==> src/rtl/uart_tx.sv <==
// UART transmitter: start bit, LSB-first data, optional parity, 1..2 stop bits, one bit per tx_clk.
// A one-word holding register lets a queued word follow the final stop bit with no idle gap.
`ifndef DATA_WIDTH
`define DATA_WIDTH 8
`endif

module uart_tx #(
   parameter int DATA_WIDTH = `DATA_WIDTH,
   parameter int PARITY_EN  = 1,
   parameter int PARITY_ODD = 0,
   parameter int STOP_BITS  = 1
) (
   input  logic                  tx_clk,
   input  logic                  tx_rst_n,
   input  logic                  tx_valid,
   input  logic [DATA_WIDTH-1:0] tx_data,
   output logic                  tx_ready,
   output logic                  tx_out,
   output logic                  tx_busy,
   output logic                  tx_done
);

   localparam logic [2:0] S_IDLE   = 3'd0;
   localparam logic [2:0] S_START  = 3'd1;
   localparam logic [2:0] S_DATA   = 3'd2;
   localparam logic [2:0] S_PARITY = 3'd3;
   localparam logic [2:0] S_STOP   = 3'd4;

   localparam logic [3:0] LAST_BIT = 4'(DATA_WIDTH - 1);

   // Handshake: a word transfers on a rising edge where tx_valid && tx_ready;
   // tx_ready depends only on the holding register, never on tx_valid.
   logic [2:0]            state_q, state_d;
   logic [DATA_WIDTH-1:0] shift_q, shift_d;
   logic [DATA_WIDTH-1:0] hold_q, hold_d;
   logic                  hold_full_q, hold_full_d;
   logic                  par_q, par_d;
   logic [3:0]            bit_cnt_q, bit_cnt_d;
   logic                  stop_cnt_q, stop_cnt_d;

   logic                  accept;
   logic                  load;
   logic                  stop_last;
   logic [DATA_WIDTH-1:0] load_word;

   assign accept    = tx_valid && !hold_full_q;
   assign stop_last = (STOP_BITS == 1) || stop_cnt_q;
   assign load_word = hold_full_q ? hold_q : tx_data;

   always_comb begin
      state_d     = state_q;
      shift_d     = shift_q;
      hold_d      = hold_q;
      hold_full_d = hold_full_q;
      par_d       = par_q;
      bit_cnt_d   = bit_cnt_q;
      stop_cnt_d  = stop_cnt_q;
      load        = 1'b0;

      case (state_q)
         S_IDLE: begin
            if (hold_full_q || accept) begin
               load = 1'b1;
            end
         end
         S_START: begin
            state_d   = S_DATA;
            bit_cnt_d = 4'd0;
         end
         S_DATA: begin
            shift_d = shift_q >> 1;
            if (bit_cnt_q == LAST_BIT) begin
               state_d    = (PARITY_EN != 0) ? S_PARITY : S_STOP;
               stop_cnt_d = 1'b0;
            end else begin
               bit_cnt_d = bit_cnt_q + 4'd1;
            end
         end
         S_PARITY: begin
            state_d    = S_STOP;
            stop_cnt_d = 1'b0;
         end
         S_STOP: begin
            if (stop_last) begin
               if (hold_full_q) begin
                  load = 1'b1;
               end else begin
                  state_d = S_IDLE;
               end
            end else begin
               stop_cnt_d = 1'b1;
            end
         end
         default: state_d = S_IDLE;
      endcase

      // Parity comes from the word as loaded, since the shifter is consumed bit by bit.
      if (load) begin
         shift_d = load_word;
         par_d   = (^load_word) ^ 1'(PARITY_ODD);
         state_d = S_START;
         if (hold_full_q) begin
            hold_full_d = 1'b0;
         end
      end

      // A word accepted in IDLE goes straight into the shifter and bypasses the holding register.
      if (accept && !(load && !hold_full_q)) begin
         hold_d      = tx_data;
         hold_full_d = 1'b1;
      end
   end

   always_ff @(posedge tx_clk or negedge tx_rst_n) begin
      if (!tx_rst_n) begin
         state_q     <= S_IDLE;
         shift_q     <= '0;
         hold_q      <= '0;
         hold_full_q <= 1'b0;
         par_q       <= 1'b0;
         bit_cnt_q   <= 4'd0;
         stop_cnt_q  <= 1'b0;
      end else begin
         state_q     <= state_d;
         shift_q     <= shift_d;
         hold_q      <= hold_d;
         hold_full_q <= hold_full_d;
         par_q       <= par_d;
         bit_cnt_q   <= bit_cnt_d;
         stop_cnt_q  <= stop_cnt_d;
      end
   end

   always_comb begin
      case (state_q)
         S_START:  tx_out = 1'b0;
         S_DATA:   tx_out = shift_q[0];
         S_PARITY: tx_out = par_q;
         default:  tx_out = 1'b1;
      endcase
   end

   assign tx_ready = !hold_full_q;
   assign tx_busy  = (state_q != S_IDLE);
   assign tx_done  = (state_q == S_STOP) && stop_last;

endmodule

==> config.mk <==
export PLATFORM = sky130hd
export DESIGN_NAME = uart_tx
export DESIGN_NICKNAME = d
export VERILOG_FILES = /design/src/rtl/uart_tx.sv
export SDC_FILE = /design/constraint.sdc
export NUM_CORES = 1
export LEC_CHECK = 0
export ABC_AREA = 1
export CORE_ASPECT_RATIO = 0.75
export CORE_MARGIN = 2
export CORE_UTILIZATION = 50
export CTS_CLUSTER_SIZE = 24
export DETAILED_ROUTE_END_ITERATION = 8
export DONT_BUFFER_PORTS = 1
export GPL_TIMING_DRIVEN = 0
export SLEW_MARGIN = 10
export SYNTH_ARGS = -nofsm -noshare
export SYNTH_HDL_FRONTEND = slang
export SYNTH_SLANG_ARGS = --single-unit
==> constraint.sdc <==
create_clock -name tx_clk -period 1.9 [get_ports tx_clk]
set_clock_uncertainty 0.15 [all_clocks]
set_input_delay 0.285 -clock tx_clk [delete_from_list [all_inputs] [get_ports tx_clk]]
set_output_delay 0.285 -clock tx_clk [all_outputs]
set_load 0.1 [all_outputs]
== Word-level counts from Yosys, hierarchy flattened ==
Index checks and enable logic that the tools add are counted.
Storage, ports and cells
  register bits: 25
  input port bits: 11
  output and inout port bits: 4
  logic and storage cells: 45
Cells by class
  $add $sub $neg: 1
  eq/ne operators: 9
  muxes and demuxes: 15
  reduce and logical (&&, ||, !) cells: 14
Operators with widths (count)
  $mux 8: 3
  $pmux 3 s5: 1
  $mux 3: 3
  $pmux 4 s2: 1
  $reduce_xor 8->1: 1
  $eq 3x2->1 const B: 2
  $reduce_bool 2->1: 3
  $add 4x1->4 const B: 1
  $eq 4x3->1 const B: 1
  $mux 1: 4
  $mux 4: 1
  $ne 2x2->1 const B: 2
  $eq 3x1->1 const B: 1
  $eq 3x3->1 const B: 1
  $logic_and 1x1->1: 3
  $logic_not 3->1: 1
  $ne 3x2->1 const B: 1
  $ne 3x3->1 const B: 1
  $pmux 1 s3: 1
  $reduce_and 3->1: 1
  $reduce_bool 3->1: 1
  $logic_not 1->1: 2
  $pmux 1 s2: 1
  $reduce_and 2->1: 1
  $logic_or 1x1->1: 1

== Longest topological paths before layout ==
Gate-level depths: netlist (run 1).
  word-level depth: 9
  mapped depth: 12
  gate-level depth less buffers: 11

== Worst setup path after synthesis (run 1) ==
Ideal clock, no wire load.
  kind: reg-to-output
  from: reg state_q[0]
  to: out tx_done
  arrival time: 1.796 ns
  required time: 1.465 ns
  setup slack: -0.331 ns
  cell stages (with the launch flop): 4
  path buffers: 0
  cell sequence: dfrtp_1 > inv_2 > nand2_1 > nor2_1
Between the ends
  cells in the longest elaborated chain, start to end: 1
RTL lines
  start: declaration: line 33  | logic [2:0] state_q, state_d;
  start signal: assignment: line 124  | state_q <= state_d;
  $eq 3x3->1
  end: declaration: line 20  | output logic tx_done
Every way passes these cells.

== Worst setup path in the final report (run 1) ==
  from: reg state_q[0]
  to: out tx_out
Between the ends
  cells in the longest elaborated chain, start to end: 2
  elaborated cells on any way between the ends: 4
  classes of those cells: eq/ne (3); mux (1)
RTL lines
  $eq 3x2->1, or another cell as far along
  $pmux 1 s3 *: line 135  | case (state_q)
  end: declaration: line 18  | output logic tx_out,
Mark *: on every way between the ends. The rest lies on a longest branch, timed or not.

==> results of run 1 <==
cell usage in the layout (no fill, tap or decap), types with 2 or more instances in the layout:
master,instances
nand3_1,18
o21ai_0,4
inv_2,4
nand2_2,11
a21oi_1,3
o21ai_1,5
clkbuf_8,3
dfrtp_1,25
a22oi_1,3
dlygate4sd3_1,2
buf_4,4
inv_1,22
o21ai_2,6
nand2_1,84
buf_6,6
nor2_4,3
o211ai_1,4
synth_stat cells:
cell,instances
inv_2,4
nand2_2,10
nand2_1,86
inv_1,23
o21ai_0,13
buf_8,1
nor2_1,2
inv_8,1
nand3_1,18
dfrtp_1,25
ha_1,1
nor2_2,2
a21oi_1,3
o21ai_1,1
a22oi_1,3
nand3_2,1
o21ai_2,1
nand4_1,1
xnor2_1,1
buf_6,3
nor3_1,1
buf_2,2
o211ai_1,4
clkinv_1,1
per-layer routing:
metal  wire [µm]  track usage, %  part of all wire [%]
met1        1470            30.8                    45
met2        1530            33.7                    47
met3         211            5.51                   6.5
met4          34            4.08                   1.0
met5           0               0                     0
worst paths after layout:
path | endpoint | cells past startpoint
hold reg to reg | bit_cnt_q[3] | 1
setup reg to reg | hold_q[3] | 7
min in group asynchronous | shift_q[1] | 2
setup / recovery | tx_out | 4
max in group asynchronous | bit_cnt_q[2] | 2
hold / removal | hold_q[7] | 2
flip-flops by register name, summed over array words and instances, names as in the netlist:
name,count
bit_cnt_q,4
hold_full_q,1
hold_q,8
par_q,1
shift_q,8
state_q,3
layout make-up:
cell class	count	area (µm²)
Buffer	5	60.1
Clock buffer	4	45.0
Fill cell	266	1160
Inverter	29	120
Multi-Input combinational cell	148	741
Sequential cell	25	626
Tap cell	38	47.5
Timing Repair Buffer	9	92.6
critical path: cells and delay by family (launching register included):
kind,cells,cell delay [ns]
and+or+nand+nor,3,1.03
buffers and inverters,1,0.12
DFF,1,0.43
cells by family (layout without fill, tap and decap cells):
group	after synthesis	after routing	share of synthesized area, %
compound gates	25	25	9.86
xor+xnor	1	1	0.590
fa+ha+maj	1	1	0.842
buf+inv	35	47	11.8
flops	25	25	42.1
simple gates	121	121	34.8
what timing repair did:
| item | in CTS | in global routing |
|---|---|---|
| pin swaps | 3 | 2 |
| endpoints found under the hold margin | 25 | 1 |
| endpoints found under the setup margin | 12 | 12 |
| gates resized for setup | 6 | 17 |
| hold buffers | 2 | 1 |
| gates cloned | 1 | 0 |
| buffers inserted | 4 | 1 |
per-stage QoR:
| stage | hold WS [ns] | cells | util [%] |
|---|---|---|---|
| 6_report | 0.0165 | 258 | 59.9 |
| 2_1_floorplan | -0.161 | 208 | - |
| 4_1_cts | 0.0242 | 256 | 58.1 |
| 3_3_place_gp | -0.160 | 246 | 54.0 |
| 3_5_place_dp | -0.160 | 246 | 54.0 |
| 5_1_grt | 0.0180 | 258 | 59.9 |
==> impl_metrics.tcl, run 1 <==
set metrics [dict create \
    cts_buffer_depth 2 \
    setup_viol 12 \
    period_share_pct 120 \
    routed_wl_um 3240 \
    insertedDiodeCount 0 \
    rows 17 \
    syn-cell-area_mm2 0.00149 \
    yosysWarnings 0 \
    cts_sinks 25 \
    place_area_mm2 0.00156 \
    critPathArrivalTime_ns 1.84 \
    vias 1325 \
    route.detailed.drc 0 \
    post_synth_num_cell_types 24 \
    avgSynthCellArea_um2 7.14 \
    dpl.hpwl_um 2230 \
    port_buffers 0 \
    first_iter_violations 59 \
    place.gp.congestion 0.775 \
    reg2reg_slack_ns -0.13 \
    slew_headroom_pct 19.9 \
    worstHoldStart "tx_data[7]" \
    die_w_um 66.9 \
    dr.pass1.iters 4 \
    ys_seq_area_share_pct 42.1 \
    status "complete, but fails checks" \
    antenna_found_initial 0 \
    grt_pass1_wl_um 5580 \
    start_util_pct 51.3 \
    fin_tns_setup_ns -1.73 \
    hold_violations 0 \
    via_per_inst 5.14 \
    fin_crit_ns 2.28 \
    die_y_um 51.2 \
    grt_pass1_vias 1280 \
    wl_per_cell_um 12.6 \
    fin_nets 233 \
    synthTopCellsByArea "dfrtp_1 (42%), nand2_1 (22%), nand3_1 (6.1%)" \
    rsz0062_at_grt "true" \
    ys_seq_elements 25 \
    crit_chain "inv_2, nor2_4, nand2_1, nand4_1" \
    io_pins 15 \
    path_clk_slew_ns 0.09 \
    syn-num-nets 220 \
    crit_start "state_q[0]" \
    cp.required_ns 1.46 \
    clk_latency_ns 0.27 \
    final_area_mm2 0.00173 \
    htreeDepth 1 \
    hold_path_class "in2reg" \
    grt_max_degree 26 \
    tightest_slew_ns 1.20 \
    yosysTopAreaCellShare_pct 42.1 \
    path_max_fanout 3 \
    critPathMaxStageDelay_ns 0.93 \
    critPathSlowestCell "nand4_1" \
    cts_tree "built" \
    final_antenna_net_count 0 \
    coreArea_mm2 0.00289 \
    clock.fmax_mhz 439 \
    syn_inst 208 \
    violations "negative setup slack" \
    end_kind "output port" \
    cap_violations 0 \
    grt_overflow 0 \
    cts_root_buf "clkbuf_8" \
    slew_viol_final 0 \
    drive_gt1_share_pct 20.0 \
    layout_setup_ws_ns -0.376 \
    critPathLaunchType "register" \
    cts_buffers 3 \
    area_delta_synth_final_pct 16.6 \
    path_class "reg2out" \
    timing.rr.start "state_q[2]" \
    grt.total_usage_pct 21.6 \
    dpl_worst_slack_ns -0.192 \
    die_area_mm2 0.00343 \
    synth_area_leader_cell "dfrtp_1" \
]
Power of run 1 is left out: the tool's default activity adds up to more than one toggle a clock period on the data nets, which glitch-free logic cannot reach.
==> inputs of run 2 (changes only) <==
Settings changed: CORE_UTILIZATION 50 to 55, PLACE_DENSITY from default to 0.7, SETUP_SLACK_MARGIN from default to 0.3.
==> impl_metrics.tcl, run 2 (synthesized netlist as in run 1, its figures left out) <==
set metrics [dict create \
    p_sw_uw 2180 \
    clockPowerShare_pct 5.9 \
    path_max_fanout 2 \
    holdPathEnd "hold_q[0]" \
    hold_path_class "in2reg" \
    cts_root_buf "clkbuf_4" \
    cap_violations 0 \
    p_leak_uw 0.00107 \
    grt_max_degree 26 \
    port_buffers 0 \
    via_per_inst 5.67 \
    status "complete, but fails checks" \
    die_y_um 49 \
    vias 1581 \
    cts_sinks 25 \
    path_clk_slew_ns 0.15 \
    clk_latency_ns 0.33 \
    die_w_um 64.0 \
    htreeDepth 1 \
    fin_nets 256 \
    area_delta_synth_final_pct 36.1 \
    p_comb_share_pct 71.3 \
    violations "negative setup slack" \
    drive_gt1_share_pct 29.6 \
    path_class "reg2out" \
    grt_pass1_wl_um 7150 \
    insertedDiodeCount 0 \
    power_frac_seq_pct 22.7 \
    coreArea_mm2 0.00258 \
    switching_share_pct 51.9 \
    clock.fmax_mhz 414 \
    reg_top3 "hold_q x8, shift_q x8, bit_cnt_q x4" \
    die_area_mm2 0.00314 \
    final_common_cell "nand2_1" \
    route.detailed.drc 0 \
    grt.total_usage_pct 29.7 \
    max-vdd-ir-drop_mv 0.913 \
    cts_tree "built" \
    reg2regPathDepth 8 \
    rows 16 \
    final_antenna_net_count 0 \
    layout_common_cells "nand2_1 (72), dfrtp_1 (25), inv_1 (22)" \
    rsz0062_at_grt "true" \
    io_pins 15 \
    final_core_util_pct 78.3 \
    cp.required_ns 1.46 \
    fin_crit_ns 2.41 \
    critPathArrivalTime_ns 1.98 \
    power_density_mw_per_mm2 2080 \
    hold_violations 0 \
    start_util_pct 57.5 \
    first_iter_violations 139 \
    grt_pass1_vias 1557 \
    setup_viol 12 \
    dpl_worst_slack_ns -0.217 \
    period_share_pct 127 \
    dpl.hpwl_um 2470 \
    critPathLaunchType "register" \
    reg2reg_slack_ns -0.25 \
    timing.rr.start "state_q[1]" \
    cts_buffer_depth 2 \
    p_int_uw 2020 \
    r2r-end "hold_q[1]" \
    whs_path_depth 2 \
    cts_buffers 3 \
    worstHoldStart "tx_data[0]" \
    wl_per_cell_um 16.1 \
    routed_wl_um 4490 \
    slew_viol_final 0 \
    dr.pass1.iters 6 \
    antenna_found_initial 0 \
    layout_setup_ws_ns -0.514 \
    place.gp.congestion 0.810 \
    grt_overflow 0 \
    tightest_slew_ns 1.19 \
    end_kind "output port" \
    slew_headroom_pct 20.3 \
]
## run 2: changes by cell type in the layout (fill, tap and decap cells not counted), moves of 5 or more
cell / previous run / this run
o21ai_2: 6 / 1
nand2_2: 11 / 17
nand2_4: 1 / 7
buf_4: 4 / 17
nand2_1: 84 / 72
dlygate4sd3_1: 2 / 7
## run 2: worst max path at each step
| stage | startpoint | end | slack, ns | cells past startpoint |
|---|---|---|---|---|
| 2_1_floorplan | state_q[2] | tx_out | -0.12 | 6 |
| 3_3_place_gp | state_q[2] | tx_out | -0.19 | 6 |
| 3_5_place_dp | state_q[2] | tx_out | -0.22 | 6 |
| 4_1_cts | state_q[2] | tx_out | -0.49 | 6 |
| 5_1_grt | state_q[2] | tx_out | -0.55 | 6 |
| 6_report | state_q[2] | tx_out | -0.51 | 6 |
## run 2: critical path, stage by stage, from the launching register on
cell and delay, ns:
dfrtp_1 0.40, inv_2 0.05, nand2_2 0.08, nor2_4 0.04, buf_6 0.12, nand2_2 0.05, nand4_1 0.90
## run 2: stage by stage
step                hold WS, ns  total power [µW]  area [µm²]  std cells  setup TNS, ns
finish                   0.0517              4210        2020        279          -2.42
global placement         -0.160              2930        1560        244          -1.25
detailed placement       -0.160              3040        1560        244          -1.47
global route             0.0576              4490        2020        279          -3.10
CTS                    0.000652              3900        1940        276          -2.01
floorplan                -0.161              2680        1520        208         -0.120
## run 2: routing by layer
metal | vias up | routed length (µm) | GRT usage [%]
met2 | 71 | 2220 | 49.8
met5 | - | 0 | 0
met1 | 762 | 1830 | 38.0
li1 | 726 | - | -
met4 | 0 | 182 | 10.1
met3 | 22 | 259 | 6.70
## run 2: power groups by stage
stage	clock network [µW]	logic, µW	registers, µW
detailed placement	0	2090	949
floorplan	0	1770	909
global placement	0	2000	931
global route	269	3250	976
CTS	256	2710	940
finish	250	3000	955
## run 2: final cells by class
type,instances,area (µm²)
fillers,172,561
clock buffers,4,26.3
repair buffers,31,310
plain buffers,6,83.8
well taps,36,45.0
inverters,29,123
flip-flops and latches,25,626
multi-input cells,148,808
## run 2: repair_timing
action / in CTS / in global routing
setup endpoints to repair: 22 / 23
buffers inserted: 17 / 3
gates cloned: 3 / 0
endpoints found under the hold margin: 31 / 0
resized for setup: 29 / 14
hold buffers: 8 / 0
pin swaps: 16 / 8
(Power assumes the default switching activity.)
==> inputs of run 3 (changes only) <==
Settings changed: CORE_ASPECT_RATIO 0.75 to 0.5, PLACE_DENSITY 0.7 to default, PLACE_DENSITY_LB_ADDON from default to 0.08.
==> impl_metrics.tcl, run 3 (synthesized netlist as in run 1, its figures left out) <==
set metrics [dict create \
    critPathArrivalTime_ns 1.93 \
    period_share_pct 124 \
    die_y_um 40.7 \
    cts_root_buf "clkbuf_8" \
    insertedDiodeCount 0 \
    cts_sinks 25 \
    grt_pass1_wl_um 5870 \
    rsz0062_at_grt "true" \
    area_delta_synth_final_pct 34.6 \
    path_class "reg2out" \
    dp.cells 245 \
    clock.fmax_mhz 423 \
    fin_cells 275 \
    cp.required_ns 1.46 \
    grt_pass1_vias 1284 \
    final_core_util_pct 77.3 \
    end_kind "output port" \
    die_w_um 77.5 \
    multiInputGateArea_um2 813 \
    routed_wl_um 3820 \
    layout_common_cells "nand2_1 (69), dfrtp_1 (25), inv_1 (22)" \
    port_buffers 0 \
    hold_path_class "in2reg" \
    via_per_inst 5.27 \
    cts_buffers 3 \
    tightest_slew_ns 1.22 \
    critPathLaunchType "register" \
    antenna_found_initial 0 \
    regArea_um2 626 \
    cap_violations 0 \
    clk_latency_ns 0.28 \
    coreArea_mm2 0.00259 \
    dr.pass1.iters 4 \
    status "complete, but fails checks" \
    die_area_mm2 0.00316 \
    start_util_pct 57.4 \
    io_pins 15 \
    dpl.hpwl_um 2160 \
    final_antenna_net_count 0 \
    rows 13 \
    grt_max_degree 26 \
    setup_viol 11 \
    hold_ws_ns -0.00105 \
    fin_crit_ns 2.36 \
    fillers 190 \
    layout_setup_ws_ns -0.463 \
    cts_buffer_depth 2 \
    violations "negative hold slack, negative setup slack" \
    slew_viol_final 0 \
    timing.rr.start "state_q[1]" \
    grt.total_usage_pct 25.2 \
    path_clk_slew_ns 0.10 \
    fin_nets 251 \
    first_iter_violations 85 \
    reg2reg_slack_ns -0.10 \
    cts_tree "built" \
    whs_path_depth 2 \
    wl_per_cell_um 13.9 \
    reg2regPathDepth 7 \
    r2r-end "hold_q[2]" \
    place.gp.congestion 0.797 \
    holdPathEnd "hold_q[4]" \
    drive_gt1_share_pct 32.4 \
    slew_headroom_pct 18.6 \
    hold_violations 1 \
    route.detailed.drc 0 \
    grt_overflow 0 \
    path_max_fanout 2 \
    reg_top3 "hold_q x8, shift_q x8, bit_cnt_q x4" \
    worstHoldStart "tx_data[4]" \
    vias 1449 \
    fin_tns_setup_ns -1.32 \
    final_common_cell "nand2_1" \
    htreeDepth 1 \
]
run 3: changes by cell type in the layout (fill, tap and decap cells not counted), sizes merged:
cell | previous run | this run
clkbuf | 4 | 3
clkinvlp | 1 | 3
clkinv | 1 | 0
buf | 30 | 31
dlygate4sd3 | 7 | 1
run 3: layout make-up:
class	instances	area share, %
Multi-Input combinational cell	148	40.7
Clock buffer	3	2.07
Inverter	29	6.20
Sequential cell	25	31.3
Tap cell	37	2.32
Buffer	6	4.19
Timing Repair Buffer	26	12.9
Clock inverter	1	0.375
run 3: worst max path at each step:
stage | depth (start not counted) | end | slack [ns] | startpoint
floorplan | 6 | tx_out | -0.12 | state_q[2]
global placement | 6 | tx_out | -0.21 | state_q[2]
detailed placement | 6 | tx_out | -0.21 | state_q[2]
CTS | 6 | tx_out | -0.44 | state_q[2]
global route | 6 | tx_out | -0.52 | state_q[2]
finish | 6 | tx_out | -0.46 | state_q[2]
run 3: through the flow:
stage | worst slack [ns] | cell area [µm²]
global route | -0.519 | 2000
CTS | -0.442 | 1910
finish | -0.463 | 2000
global placement | -0.208 | 1560
floorplan | -0.120 | 1520
detailed placement | -0.214 | 1560
run 3: what timing repair did:
| item | 4_1_cts | 5_1_grt |
|---|---|---|
| pin swaps | 18 | 11 |
| cloned | 2 | 0 |
| endpoints found under the setup margin | 21 | 23 |
| hold buffers | 2 | 0 |
| gates resized for setup | 32 | 16 |
| buffers inserted | 18 | 4 |
| hold endpoints to repair | 25 | 0 |
run 3: critical path, stage by stage, from the launching register on:
cell and delay (ns):
dfrtp_1 0.39, inv_2 0.07, nand2_4 0.07, nor2_4 0.04, buf_6 0.11, nand2_2 0.04, nand4_1 0.92
run 3: metal layers:
metal / GRT usage (%) / share of wire (%) / vias to the layer above
met2: 43.9 / 45 / 56
met5: 0 / 0 / -
met3: 6.17 / 7.2 / 6
li1: - / - / 713
met1: 33.2 / 46 / 674
met4: 5.80 / 1.1 / 0
Power of run 3 is left out for the same reason.
